[src/rtl/async_event_pkg.sv]
// Shared types and helpers for the async event arbiter and related arbiters.
package async_event_pkg;

  localparam int unsigned MAX_REQ   = 16;
  localparam int unsigned MAX_IDX_W = 4;

  typedef enum logic {
    IDLE  = 1'b0,
    OFFER = 1'b1
  } arb_state_e;

  typedef struct packed {
    logic                 found;
    logic [MAX_IDX_W-1:0] idx;
  } rr_pick_t;

  // First set bit of pending, scanning from ptr upward and wrapping modulo num_req.
  function automatic rr_pick_t rr_pick(
    input logic [MAX_REQ-1:0]   pending,
    input logic [MAX_IDX_W-1:0] ptr,
    input int unsigned          num_req
  );
    rr_pick_t    res;
    int unsigned cand;
    res = '0;
    for (int unsigned off = 0; off < MAX_REQ; off++) begin
      cand = (32'(ptr) + off) % num_req;
      if (!res.found && (off < num_req) && pending[cand[MAX_IDX_W-1:0]]) begin
        res.found = 1'b1;
        res.idx   = cand[MAX_IDX_W-1:0];
      end
    end
    return res;
  endfunction

endpackage

[src/rtl/async_event_arbiter_sync.sv]
// Multi-flop synchronizer for a bus of independent asynchronous bits.
module async_event_arbiter_sync #(
  parameter int unsigned           DATA_WIDTH = 1,
  parameter int unsigned           SYNC_DEPTH = 2,
  parameter logic [DATA_WIDTH-1:0] RESET_VAL  = '0
) (
  input  logic                  clk,
  input  logic                  n_rst,
  input  logic [DATA_WIDTH-1:0] i_data,
  output logic [DATA_WIDTH-1:0] o_data
);

  logic [DATA_WIDTH-1:0] stage_q [SYNC_DEPTH];

  // Shift chain; stage 0 is the only flop that sees the raw asynchronous input.
  always_ff @(posedge clk or negedge n_rst) begin
    if (!n_rst) begin
      for (int unsigned i = 0; i < SYNC_DEPTH; i++) begin
        stage_q[i] <= RESET_VAL;
      end
    end else begin
      stage_q[0] <= i_data;
      for (int unsigned i = 1; i < SYNC_DEPTH; i++) begin
        stage_q[i] <= stage_q[i-1];
      end
    end
  end

  assign o_data = stage_q[SYNC_DEPTH-1];

endmodule

[src/rtl/async_event_arbiter.sv]
// Synchronizes async request lines, latches rising edges as pending events and
// hands them one at a time to a single consumer with a round-robin grant.
module async_event_arbiter
  import async_event_pkg::*;
#(
  parameter  int unsigned NUM_REQ    = 4,
  parameter  int unsigned SYNC_DEPTH = 2,
  localparam int unsigned IDX_WIDTH  = $clog2(NUM_REQ)
) (
  input  logic                 clk,
  input  logic                 n_rst,
  input  logic [NUM_REQ-1:0]   i_async_req,
  output logic                 o_grant_valid,
  output logic [IDX_WIDTH-1:0] o_grant_idx,
  input  logic                 i_grant_ready,
  output logic [NUM_REQ-1:0]   o_pending,
  output logic [NUM_REQ-1:0]   o_overflow,
  input  logic                 i_overflow_clear
);

  logic [NUM_REQ-1:0]   sync_q;
  logic [NUM_REQ-1:0]   prev_q;
  logic [NUM_REQ-1:0]   rise_c;
  logic [NUM_REQ-1:0]   clr_c;
  logic [NUM_REQ-1:0]   pending_q;
  logic [NUM_REQ-1:0]   pending_d;
  logic [NUM_REQ-1:0]   overflow_q;
  logic [NUM_REQ-1:0]   overflow_d;

  arb_state_e           state_q;
  arb_state_e           state_d;
  logic                 grant_valid_d;
  logic [IDX_WIDTH-1:0] grant_idx_d;
  logic [IDX_WIDTH-1:0] rr_ptr_q;
  logic [IDX_WIDTH-1:0] rr_ptr_d;
  rr_pick_t             pick_c;

  // Bring all request lines into the clk domain.
  async_event_arbiter_sync #(
    .DATA_WIDTH (NUM_REQ),
    .SYNC_DEPTH (SYNC_DEPTH),
    .RESET_VAL  ('0)
  ) u_sync (
    .clk    (clk),
    .n_rst  (n_rst),
    .i_data (i_async_req),
    .o_data (sync_q)
  );

  assign rise_c = sync_q & ~prev_q;

  // One-hot clear of the line whose grant is being accepted this cycle.
  always_comb begin
    clr_c = '0;
    if (o_grant_valid && i_grant_ready) begin
      clr_c[o_grant_idx] = 1'b1;
    end
  end

  // A new edge wins over a same-cycle accept; overflow clear wins over a same-cycle set.
  always_comb begin
    pending_d  = rise_c | (pending_q & ~clr_c);
    overflow_d = {NUM_REQ{~i_overflow_clear}} & (overflow_q | (rise_c & pending_q & ~clr_c));
  end

  // Edge history and event bookkeeping.
  always_ff @(posedge clk) begin
    if (!n_rst) begin
      prev_q     <= '0;
      pending_q  <= '0;
      overflow_q <= '0;
    end else begin
      prev_q     <= sync_q;
      pending_q  <= pending_d;
      overflow_q <= overflow_d;
    end
  end

  // Grant FSM next-state: pick in IDLE, hold the offer steady until accepted.
  always_comb begin
    state_d       = state_q;
    grant_valid_d = o_grant_valid;
    grant_idx_d   = o_grant_idx;
    rr_ptr_d      = rr_ptr_q;
    pick_c        = rr_pick(MAX_REQ'(pending_q), MAX_IDX_W'(rr_ptr_q), NUM_REQ);
    case (state_q)
      IDLE: begin
        if (pick_c.found) begin
          for (int unsigned i = 0; i < NUM_REQ; i++) begin
            if (pick_c.idx == MAX_IDX_W'(i)) begin
              grant_idx_d = IDX_WIDTH'(i);
            end
          end
          grant_valid_d = 1'b1;
          state_d       = OFFER;
        end
      end
      OFFER: begin
        if (i_grant_ready) begin
          grant_valid_d = 1'b0;
          state_d       = IDLE;
          if (32'(o_grant_idx) == NUM_REQ - 1) begin
            rr_ptr_d = '0;
          end else begin
            rr_ptr_d = o_grant_idx + IDX_WIDTH'(1);
          end
        end
      end
      default: begin
        state_d       = IDLE;
        grant_valid_d = 1'b0;
      end
    endcase
  end

  // Grant FSM state and registered grant outputs.
  always_ff @(posedge clk) begin
    if (!n_rst) begin
      state_q       <= IDLE;
      o_grant_valid <= 1'b0;
      o_grant_idx   <= '0;
      rr_ptr_q      <= '0;
    end else begin
      state_q       <= state_d;
      o_grant_valid <= grant_valid_d;
      o_grant_idx   <= grant_idx_d;
      rr_ptr_q      <= rr_ptr_d;
    end
  end

  assign o_pending  = pending_q;
  assign o_overflow = overflow_q;

endmodule

[config.mk]
export PLATFORM = sky130hd
export DESIGN_NAME = async_event_arbiter
export DESIGN_NICKNAME = d
export VERILOG_FILES = /design/src/rtl/async_event_pkg.sv /design/src/rtl/async_event_arbiter_sync.sv /design/src/rtl/async_event_arbiter.sv
export SDC_FILE = /design/constraint.sdc
export NUM_CORES = 1
export LEC_CHECK = 0
export CORE_ASPECT_RATIO = 1.25
export CORE_MARGIN = 10
export CORE_UTILIZATION = 40
export DETAILED_ROUTE_END_ITERATION = 6
export GPL_ROUTABILITY_DRIVEN = 0
export SYNTH_ARGS = -nofsm -noshare
export SYNTH_HDL_FRONTEND = slang
export SYNTH_SLANG_ARGS = --single-unit
[constraint.sdc]
create_clock -name clk -period 2.06 [get_ports clk]
set_input_delay 0.206 -clock clk [delete_from_list [all_inputs] [get_ports clk]]
set_output_delay 0.206 -clock clk [all_outputs]
set_load 0.03 [all_outputs]
==> results.cfg <==
[die]
floorplan.die.width_um = 64.8
io_pins = 19
vertical_extent_of_the_die_um = 76
rows = 20
initial_util_pct = 41.3
floorplan.die_area_sq_mm = 0.00492
floorplan.core_area_sq_mm = 0.00243

[route]
drtAntennaViolNets = 0
detail_route.vias_per_cell = 4.77
detail_route.iter0.violations = 13
post_drt_wl_per_cell_um = 12.9
drt-total-wl_mm = 1.94
drtPass1Iterations = 4
dr_total_vias = 721
drc = 0

[logic_synthesis]
yosys_register_bits = 26
synth-warning-count = 0
synthDominantAreaCellType = sky130_fd_sc_hd__dfxtp_1
postSynthCellCount = 95
yosysUniqueCellTypes = 25
register_area_share_after_synthesis_pct = 55.9
synthesized_area_per_cell_sq_um = 10.6
synth.top_cells.by_area = sky130_fd_sc_hd__dfxtp_1 36%, sky130_fd_sc_hd__dfrtp_1 20%, sky130_fd_sc_hd__ha_1 7.5%, sky130_fd_sc_hd__a21oi_1 5.0%, sky130_fd_sc_hd__nor2_1 3.4%
synth.net_count = 109
yosys.area.top_type_share_pct = 35.9
synth_area_sq_mm = 0.00100

[setup_path]
worst_setup_path_end_kind = output pin
critical_path.max_stage_delay_ns = 0.73
crit_type = flop to output pin
worst_setup_path_start_kind = flop
crit_path_cell_trace = clkdlybuf4s50_1
crit_path_max_fanout = 7
worst_path_max_delay_cell = sky130_fd_sc_hd__clkdlybuf4s50_1
path_delay_family = buffers and inverters
critPathBufInv = 1
worst_ep_required_time_ns = 1.85
cp_data_arrival_time_ns = 1.54

[timing]
timing_max_transition_violations_final = 0
worst_clock_skew_ns = 0.00559
min_period_ns = 1.75
finalHoldViolations = 0
finalSetupTns_ns = 0
timing.slew.headroom_pct = 73.5
max_clock_freq_mhz = 571
grt_setup_unrepaired = false
final_min_period_over_clock_period_pct = 85.0
tightest_slew_ns = 0.396
final-setup-viol-count = 0

[global_routing]
wire_length_of_the_first_global_routing_pass_mm = 3.39
grt_pass1_vias = 765
grt.total_usage_pct = 8.53
globalRoute.totalOverflow = 0
antenna_violations_before_repair = 0
grt_start_max_net_pins = 16

[place]
place.detailed.hpwl_mm = 1.53
dp.cells = 147
portBuffers = 18

[clocking]
cts_resized = 0
cts_made_buffers = 3
clock_tree.root_cell = sky130_fd_sc_hd__clkbuf_4
cts.repair_timing.setup_buffer_count = 0
max-clock-path-buffers = 2
clock_pin_slew_reported_for_the_worst_setup_and_hold_paths_after_clock_tree_synthesis_ns = 0.14
cts_hold_buf = 0
tritoncts = done
clkSinkCount = 26
cts_max_level = 1
clock_latency_ns = 0.32

[hold_path]
hp-class = input port to asynchronous set/reset pin

[layout]
fill_cells = 246
area_of_the_multi_input_gates_sq_um = 417
regArea_sq_um = 561
antenna_cells_inserted = 0
drive_above_1_share_pct = 11.9
count_of_non_filler_cells_in_the_finished_layout = 151
nNetsFinal = 133
final_cell_mix = 18 x sky130_fd_sc_hd__clkdlybuf4s50_1, 18 x sky130_fd_sc_hd__dfxtp_1, 10 x sky130_fd_sc_hd__a21oi_1, 9 x sky130_fd_sc_hd__nor2_1, 8 x sky130_fd_sc_hd__dfrtp_1
area.growth.synth_to_final_pct = 28.1

[pwr]
peakVddDrop_mv = 0.645
power.static_leakage_nw = 0.534
power_density_mw_per_mm2 = 842

[job]
maxCapViolCount = 0

[outcome]
run_status = finished, final reports clean
-- Yosys cell counts, drive strengths merged --
cell and number:
a21o 1, a21oi 10, a31oi 1, and2 4
dfrtp 8, dfxtp 18, ha 6, inv 7
nand2 7, nand2b 4, nand3 5, nor2 9
nor2b 3, nor3 2, nor4 1, o21ai 2
o21ba 3, o221a 1, o22a 1, o22ai 1
o32ai 1
-- cell families after synthesis --
group | synth area share (%)
adders and majority gates | 7.48
and+or+nand+nor | 18.8
AOI/OAI and AO/OA | 15.2
buffers and inverters | 2.62
DFF | 55.9
-- power by group --
| group | switching [W] | internal (W) | leakage, nW |
|---|---|---|---|
| registers | 0.0000343 | 0.000537 | 0.242 |
| logic | 0.0000898 | 0.0000785 | 0.264 |
| clock network | 0.000146 | 0.000197 | 0.0279 |
| total | 0.000270 | 0.000812 | 0.534 |
-- stage by stage --
step	total power [W]	util [%]	cell area, sq um	hold WS (ns)	worst slack, ns
6_report	0.00108	52.9	1280	0.157	0.310
5_1_grt	0.00114	52.9	1280	0.151	0.218
4_1_cts	0.00110	52.9	1280	0.148	0.288
3_5_place_dp	0.000752	50.8	1230	0.337	0.540
3_3_place_gp	0.000749	50.8	1230	0.333	0.570
2_1_floorplan	0.000679	-	1000	-0.0896	0.479
-- state kept, by name (all words and copies together), names as in the netlist --
| signal | cells |
|---|---|
| o_grant_valid | 1 |
| o_pending | 4 |
| state_q | 1 |
| o_grant_idx | 2 |
| prev_q | 4 |
| o_overflow | 4 |
| u_sync.stage_q | 4 |
| rr_ptr_q | 2 |
| u_sync.o_data | 4 |
-- metal layers --
metal  track usage, %  wire, um
met1             10.4       889
met2             12.7       901
met3             3.38       117
met4             3.86        33
met5                0         0
-- worst paths after layout --
| path | startpoint | endpoint | slack (ns) | depth (start not counted) |
|---|---|---|---|---|
| max | o_pending[1] | o_pending[1] | 0.31 | 1 |
| min | n_rst | u_sync.o_data[1] | 0.16 | 1 |
| max reg2reg | o_pending[0] | o_grant_idx[1] | 0.53 | 7 |
| min reg2reg | u_sync.stage_q[6] | u_sync.o_data[2] | 0.37 | 0 |
| max in group asynchronous | n_rst | u_sync.stage_q[5] | 1.48 | 2 |
| min in group clk | i_async_req[0] | u_sync.stage_q[4] | 0.31 | 1 |
-- cell type report --
type                            instances  share of cell area [%]
Tap cell                               33                    3.21
Clock inverter                          1                    2.34
Sequential cell                        26                    43.6
Multi-Input combinational cell         62                    32.4
Clock buffer                            3                    1.75
Inverter                                7                    2.04
Timing Repair Buffer                   19                    14.6
Note: power is estimated with default switching activity, not from simulation.
